==> src/rtl/scope_capture_ctrl.sv <==
// Acquisition sequencer: decimates the ADC sample stream, detects a level/edge
// trigger and writes a circular capture buffer with programmable pre-trigger depth.
// Ports:
//   i_clk, i_rst_n              clock (also sample clock), async active-low reset
//   i_sample                    signed sample, new value every clock
//   i_arm, i_abort, i_force     control pulses (arm/latch config, abort, force trigger)
//   i_trig_level, i_trig_edge   trigger threshold and edge (0 rising, 1 falling)
//   i_pre_len, i_decim          pre-trigger depth, decimation ratio minus one
//   o_wr_en/o_wr_addr/o_wr_data capture RAM write port
//   o_busy, o_triggered, o_done status
//   o_trig_addr, o_start_addr   trigger sample address, oldest valid sample address
module scope_capture_ctrl #(
  parameter int unsigned DATA_W  = 12,
  parameter int unsigned ADDR_W  = 10,
  parameter int unsigned DECIM_W = 16
) (
  input  logic                     i_clk,
  input  logic                     i_rst_n,
  input  logic signed [DATA_W-1:0] i_sample,
  input  logic                     i_arm,
  input  logic                     i_abort,
  input  logic                     i_force,
  input  logic signed [DATA_W-1:0] i_trig_level,
  input  logic                     i_trig_edge,
  input  logic [ADDR_W-1:0]        i_pre_len,
  input  logic [DECIM_W-1:0]       i_decim,
  output logic                     o_wr_en,
  output logic [ADDR_W-1:0]        o_wr_addr,
  output logic [DATA_W-1:0]        o_wr_data,
  output logic                     o_busy,
  output logic                     o_triggered,
  output logic                     o_done,
  output logic [ADDR_W-1:0]        o_trig_addr,
  output logic [ADDR_W-1:0]        o_start_addr
);

  localparam int unsigned DEPTH = 2 ** ADDR_W;

  typedef enum logic [2:0] {S_IDLE, S_PRE, S_ARMED, S_POST, S_DONE} state_e;

  state_e                    state_q, state_d;
  logic [ADDR_W-1:0]         ptr_q, ptr_d;
  logic [ADDR_W-1:0]         cnt_q, cnt_d;
  logic [DECIM_W-1:0]        dcnt_q, dcnt_d;
  logic [DECIM_W-1:0]        decim_q, decim_d;
  logic signed [DATA_W-1:0]  level_q, level_d;
  logic                      edge_q, edge_d;
  logic [ADDR_W-1:0]         pre_len_q, pre_len_d;
  logic signed [DATA_W-1:0]  prev_q, prev_d;
  logic                      prev_vld_q, prev_vld_d;
  logic                      force_q, force_d;
  logic                      wr_en_q, wr_en_d;
  logic [ADDR_W-1:0]         wr_addr_q, wr_addr_d;
  logic [DATA_W-1:0]         wr_data_q, wr_data_d;
  logic                      busy_q, busy_d;
  logic                      trig_q, trig_d;
  logic                      done_q, done_d;
  logic [ADDR_W-1:0]         trig_addr_q, trig_addr_d;
  logic [ADDR_W-1:0]         start_addr_q, start_addr_d;

  logic              active;
  logic              tick;
  logic              level_hit;
  logic              trig_fire;
  logic [ADDR_W-1:0] post_len;

  // Next-state and output logic
  always_comb begin
    state_d      = state_q;
    ptr_d        = ptr_q;
    cnt_d        = cnt_q;
    dcnt_d       = dcnt_q;
    decim_d      = decim_q;
    level_d      = level_q;
    edge_d       = edge_q;
    pre_len_d    = pre_len_q;
    prev_d       = prev_q;
    prev_vld_d   = prev_vld_q;
    force_d      = force_q;
    wr_en_d      = 1'b0;
    wr_addr_d    = wr_addr_q;
    wr_data_d    = wr_data_q;
    trig_d       = trig_q;
    trig_addr_d  = trig_addr_q;
    start_addr_d = start_addr_q;

    active    = (state_q == S_PRE) || (state_q == S_ARMED) || (state_q == S_POST);
    tick      = active && (dcnt_q == '0);
    post_len  = ADDR_W'(DEPTH - 1) - pre_len_q;
    level_hit = edge_q ? ((prev_q >= level_q) && (i_sample <  level_q))
                       : ((prev_q <  level_q) && (i_sample >= level_q));
    // A pending or same-cycle force merges with a level hit into a single trigger
    trig_fire = (state_q == S_ARMED) && tick &&
                ((prev_vld_q && level_hit) || force_q || i_force);

    // Decimation counter runs only while capturing
    if (tick) begin
      dcnt_d = decim_q;
    end else if (active) begin
      dcnt_d = dcnt_q - DECIM_W'(1);
    end

    // Every tick in a capturing state writes the sample and becomes prev
    if (tick) begin
      wr_en_d    = 1'b1;
      wr_addr_d  = ptr_q;
      wr_data_d  = i_sample;
      ptr_d      = ptr_q + ADDR_W'(1);
      prev_d     = i_sample;
      prev_vld_d = 1'b1;
    end

    case (state_q)
      S_PRE: begin
        if (tick) begin
          if (cnt_q == pre_len_q - ADDR_W'(1)) begin
            cnt_d   = '0;
            state_d = S_ARMED;
          end else begin
            cnt_d = cnt_q + ADDR_W'(1);
          end
        end
      end
      S_ARMED: begin
        if (i_force && !tick) force_d = 1'b1;
        if (trig_fire) begin
          force_d      = 1'b0;
          trig_d       = 1'b1;
          trig_addr_d  = ptr_q;
          start_addr_d = ptr_q - pre_len_q;
          cnt_d        = '0;
          state_d      = (post_len == '0) ? S_DONE : S_POST;
        end
      end
      S_POST: begin
        if (tick) begin
          if (cnt_q == post_len - ADDR_W'(1)) begin
            state_d = S_DONE;
          end else begin
            cnt_d = cnt_q + ADDR_W'(1);
          end
        end
      end
      default: begin
        // IDLE / DONE: arm latches config and restarts the capture
        if (i_arm && !i_abort) begin
          level_d    = i_trig_level;
          edge_d     = i_trig_edge;
          pre_len_d  = i_pre_len;  // ADDR_W-wide field already bounded by DEPTH-1
          decim_d    = i_decim;
          ptr_d      = '0;
          cnt_d      = '0;
          dcnt_d     = '0;
          prev_vld_d = 1'b0;
          force_d    = 1'b0;
          trig_d     = 1'b0;
          state_d    = (i_pre_len == '0) ? S_ARMED : S_PRE;
        end
      end
    endcase

    // Abort wins over everything; addresses of the last capture are kept
    if (i_abort) begin
      state_d = S_IDLE;
      wr_en_d = 1'b0;
      trig_d  = 1'b0;
      force_d = 1'b0;
    end

    busy_d = (state_d == S_PRE) || (state_d == S_ARMED) || (state_d == S_POST);
    done_d = (state_d == S_DONE);
  end

  // State and output registers
  always_ff @(posedge i_clk or negedge i_rst_n) begin
    if (!i_rst_n) begin
      state_q      <= S_IDLE;
      ptr_q        <= '0;
      cnt_q        <= '0;
      dcnt_q       <= '0;
      decim_q      <= '0;
      level_q      <= '0;
      edge_q       <= 1'b0;
      pre_len_q    <= '0;
      prev_q       <= '0;
      prev_vld_q   <= 1'b0;
      force_q      <= 1'b0;
      wr_en_q      <= 1'b0;
      wr_addr_q    <= '0;
      wr_data_q    <= '0;
      busy_q       <= 1'b0;
      trig_q       <= 1'b0;
      done_q       <= 1'b0;
      trig_addr_q  <= '0;
      start_addr_q <= '0;
    end else begin
      state_q      <= state_d;
      ptr_q        <= ptr_d;
      cnt_q        <= cnt_d;
      dcnt_q       <= dcnt_d;
      decim_q      <= decim_d;
      level_q      <= level_d;
      edge_q       <= edge_d;
      pre_len_q    <= pre_len_d;
      prev_q       <= prev_d;
      prev_vld_q   <= prev_vld_d;
      force_q      <= force_d;
      wr_en_q      <= wr_en_d;
      wr_addr_q    <= wr_addr_d;
      wr_data_q    <= wr_data_d;
      busy_q       <= busy_d;
      trig_q       <= trig_d;
      done_q       <= done_d;
      trig_addr_q  <= trig_addr_d;
      start_addr_q <= start_addr_d;
    end
  end

  assign o_wr_en      = wr_en_q;
  assign o_wr_addr    = wr_addr_q;
  assign o_wr_data    = wr_data_q;
  assign o_busy       = busy_q;
  assign o_triggered  = trig_q;
  assign o_done       = done_q;
  assign o_trig_addr  = trig_addr_q;
  assign o_start_addr = start_addr_q;

endmodule

==> config.mk <==
export PLATFORM = sky130hd
export DESIGN_NAME = scope_capture_ctrl
export DESIGN_NICKNAME = d
export VERILOG_FILES = /design/src/rtl/scope_capture_ctrl.sv
export SDC_FILE = /design/constraint.sdc
export NUM_CORES = 1
export LEC_CHECK = 0
export ABC_AREA = 1
export BUFFER_PORTS_ARGS = -buffer_cell sky130_fd_sc_hd__buf_2
export CAP_MARGIN = 15
export CORE_AREA = 8 8 92 177
export CTS_BUF_LIST = sky130_fd_sc_hd__clkbuf_4 sky130_fd_sc_hd__clkbuf_8 sky130_fd_sc_hd__clkbuf_16
export DETAILED_ROUTE_END_ITERATION = 6
export DIE_AREA = 0 0 100 185
export GPL_ROUTABILITY_DRIVEN = 0
export PLACE_DENSITY = 0.76
export SYNTH_ARGS = -nofsm -noshare
export SYNTH_HDL_FRONTEND = slang
export SYNTH_SLANG_ARGS = --single-unit
==> constraint.sdc <==
create_clock -name i_clk -period 2.6 [get_ports i_clk]
set_input_delay 0.52 -clock i_clk [delete_from_list [all_inputs] [get_ports i_clk]]
set_output_delay 0.52 -clock i_clk [all_outputs]
set_load 0.01 [all_outputs]
==> flow_summary_export.csv <==
group,metric,value,unit
setup_path,worst-endpoint-required,2.90,ns
routing,wirelength,19.3,mm
final_layout,multi_input_area,3860,sq um
synthesis,synth_seq_cells,126,
global_routing,track_usage,0.218,
clocking,cts_sinks,126,
global_routing,antenna_found_initial,0,
global_routing,grt_pass1_vias,6861,
routing,vias_per_cell,5.21,
final_layout,design_area,9050,sq um
clocking,cts_root_buffer,"clkbuf_16",
floorplanning,num_rows,62,
placement,placed_area,8370,sq um
synthesis,yosysWarnings,0,
clocking,cts_buffers,17,
routing,antenna_left,0,
sta,clock_skew,0.00782,ns
clocking,ctsHtreeMaxLevel,4,
final_layout,nets,1190,
sta,finalCritPeriodShare,0.930,
routing,vias,6758,
clocking,hold_buffers,0,
sta,slew_headroom,0.631,
setup_path,startpoint_type,"register",
setup_path,worstSetupPathType,"register to register",
floorplanning,ios,102,
global_routing,grt_overflow,0,
setup_path,arrival,2.72,ns
routing,drtPass1Iterations,5,
final_layout,n_fill_cell,1212,
flow_run,drv_cap,0,
sta,min_period,2.42,ns
placement,dp_hpwl,14.0,mm
synthesis,synthArstFlopShare,1.00,
setup_path,worst_setup_path_end_kind,"register",
synthesis,synth_cell_types,49,
final_layout,drive_gt1_frac,0.189,
min_path,hold_path.class,"input pin to asynchronous set/reset pin",
floorplanning,dieArea,18500,sq um
routing,wl_per_cell,14.9,um
clocking,tritoncts,"done",
sta,whs,0.0785,ns
placement,io_buffers,101,
final_layout,syn_to_final_growth,20.1,%
clocking,path_clk_slew,0.06,ns
synthesis,seq_area_frac_synth,0.418,
floorplanning,die_w,100,um
synthesis,synth_edf_count,0,
sta,setup_viol,0,
synthesis,syn_area,7540,sq um
sta,hold_violations,0,
synthesis,synth_cells,974,
final_layout,most-common-layout-cells,"nand2_1 (298), dfrtp_1 (124), inv_1 (121)",
synthesis,synthFlopType,"dfrtp_1",
power,ir_worst_vdd,0.484,mV
sta,fmax,414,MHz
global_routing,grt_max_degree,51,
sta,setup_tns,0,ns
setup_path,r2r_slack,0.18,ns
routing,first_iter_violations,483,
routing,drcViolationCount,0,
sta,slew_viol_final,0,
clocking,clk_latency,0.42,ns
final_layout,diodes,0,
sta,tightest_slew,0.553,ns
final_layout,regArea,3160,sq um
floorplanning,die_y,185,um
clocking,clockBufferDepth,2,
floorplanning,start_util,0.534,
sta,rsz0062_at_grt,"true",
setup_path,cp_max_fo,12,
global_routing,grt_pass1_wl,32.3,mm
synthesis,syn-num-nets,1070,
power,p_leak,4.77,nW
run_status,outcome,"finished, final reports clean",
final_layout,layout_commonest_cell,"nand2_1",
floorplanning,core-area,14100,sq um
synthesis,syn_avg_cell_area,7.74,sq um
power,p_per_area,904,nW/um^2
-- stage by stage --
step	utilization	power, mW	cells	setup WS, ns
floorplan	-	4.98	974	0.351
global placement	0.593	5.78	1263	0.0430
detailed placement	0.593	5.89	1263	-0.0473
CTS	0.631	8.13	1293	0.0988
global route	0.641	8.79	1297	-0.0390
finish	0.641	8.18	1297	0.182
-- state kept, by name, indices dropped and copies added (netlist names), 3 cells and up --
register and flops:
o_trig_addr 10, pre_len_q 10, level_q 12, dcnt_q 16, state_q 3, o_wr_addr 10, cnt_q 10, ptr_q 10
o_wr_data 12, decim_q 16, o_start_addr 10
-- where the power goes --
part | switching (mW) | internal [mW]
clock network | 0.870 | 1.32
registers | 0.404 | 2.44
logic | 1.95 | 1.20
total | 3.22 | 4.96
-- critical path, cell delays in order (launching register included) --
cell	delay, ns
dfrtp_1	0.40
inv_1	0.07
ha_1	0.16
nand2_1	0.10
nor2_4	0.13
nand3_2	0.12
nor2_4	0.15
nand3_4	0.10
nor3_4	0.20
nand4_4	0.16
nor2_4	0.17
nand2_4	0.11
nand2_4	0.14
nand2_4	0.11
nand2_1	0.11
nand2_1	0.06
-- final cells by class --
cell class                      instances  area share
Inverter                              130      0.0542
Multi-Input combinational cell        691       0.427
Timing Repair Buffer                  128      0.0846
Sequential cell                       126       0.349
Tap cell                              192      0.0265
Clock inverter                         11      0.0108
Clock buffer                           19      0.0487
-- layer usage --
| metal | routed length, um | GRT usage |
|---|---|---|
| met1 | 8100 | 0.264 |
| met2 | 9320 | 0.360 |
| met3 | 1240 | 0.0452 |
| met4 | 659 | 0.105 |
| met5 | 0 | 0 |
-- repair_timing --
action,4_1_cts,5_1_grt
gates resized for setup,0,23
endpoints found under the setup margin,0,35
setup buffers,0,3
-- synth_stat cells (4+ instances only) --
library cell  number  area, sq um
nor2_1            68          255
ha_1              39          488
nand2_1          301         1130
inv_1            121          454
xnor2_1           11         96.3
o21ai_0           53          265
nor4_1             6         37.5
buf_2              4         20.0
a21oi_1           26          130
dfrtp_1          126         3150
nor3_1            14         70.1
nor2_2             7         43.8
clkbuf_1          19         71.3
o21ai_1           15         75.1
inv_2              6         22.5
nand3_1           49          245
nand4_2            4         50.1
xor2_1            41          359
nand4_1           18          113
-- cells by family (layout without fill, tap and decap cells) --
group                    after synthesis  after routing  synth area share
AND/OR/NAND/NOR                      486            486             0.282
buffers and inverters                157            288            0.0827
flip-flops                           126            126             0.418
AO/OA/AOI/OAI                        111            111            0.0850
XOR/XNOR                              54             54            0.0648
adder cells (fa/ha/maj)               40             40            0.0674
-- path summary, 6_finish.rpt --
path / from / end / cells after the start
max in group asynchronous: i_rst_n / pre_len_q[4]$_DFFE_PN0P_ / 2
worst max register to register: dcnt_q[0]$_DFF_PN0_ / cnt_q[8]$_DFFE_PN0P_ / 15
worst min-delay path: i_rst_n / level_q[4]$_DFFE_PN0P_ / 1
worst max-delay path: dcnt_q[0]$_DFF_PN0_ / cnt_q[8]$_DFFE_PN0P_ / 15
min in group i_clk: i_decim[1] / decim_q[1]$_DFFE_PN0P_ / 3
worst min register to register: decim_q[10]$_DFFE_PN0P_ / decim_q[10]$_DFFE_PN0P_ / 2
Note: power is estimated with default switching activity, not from simulation.
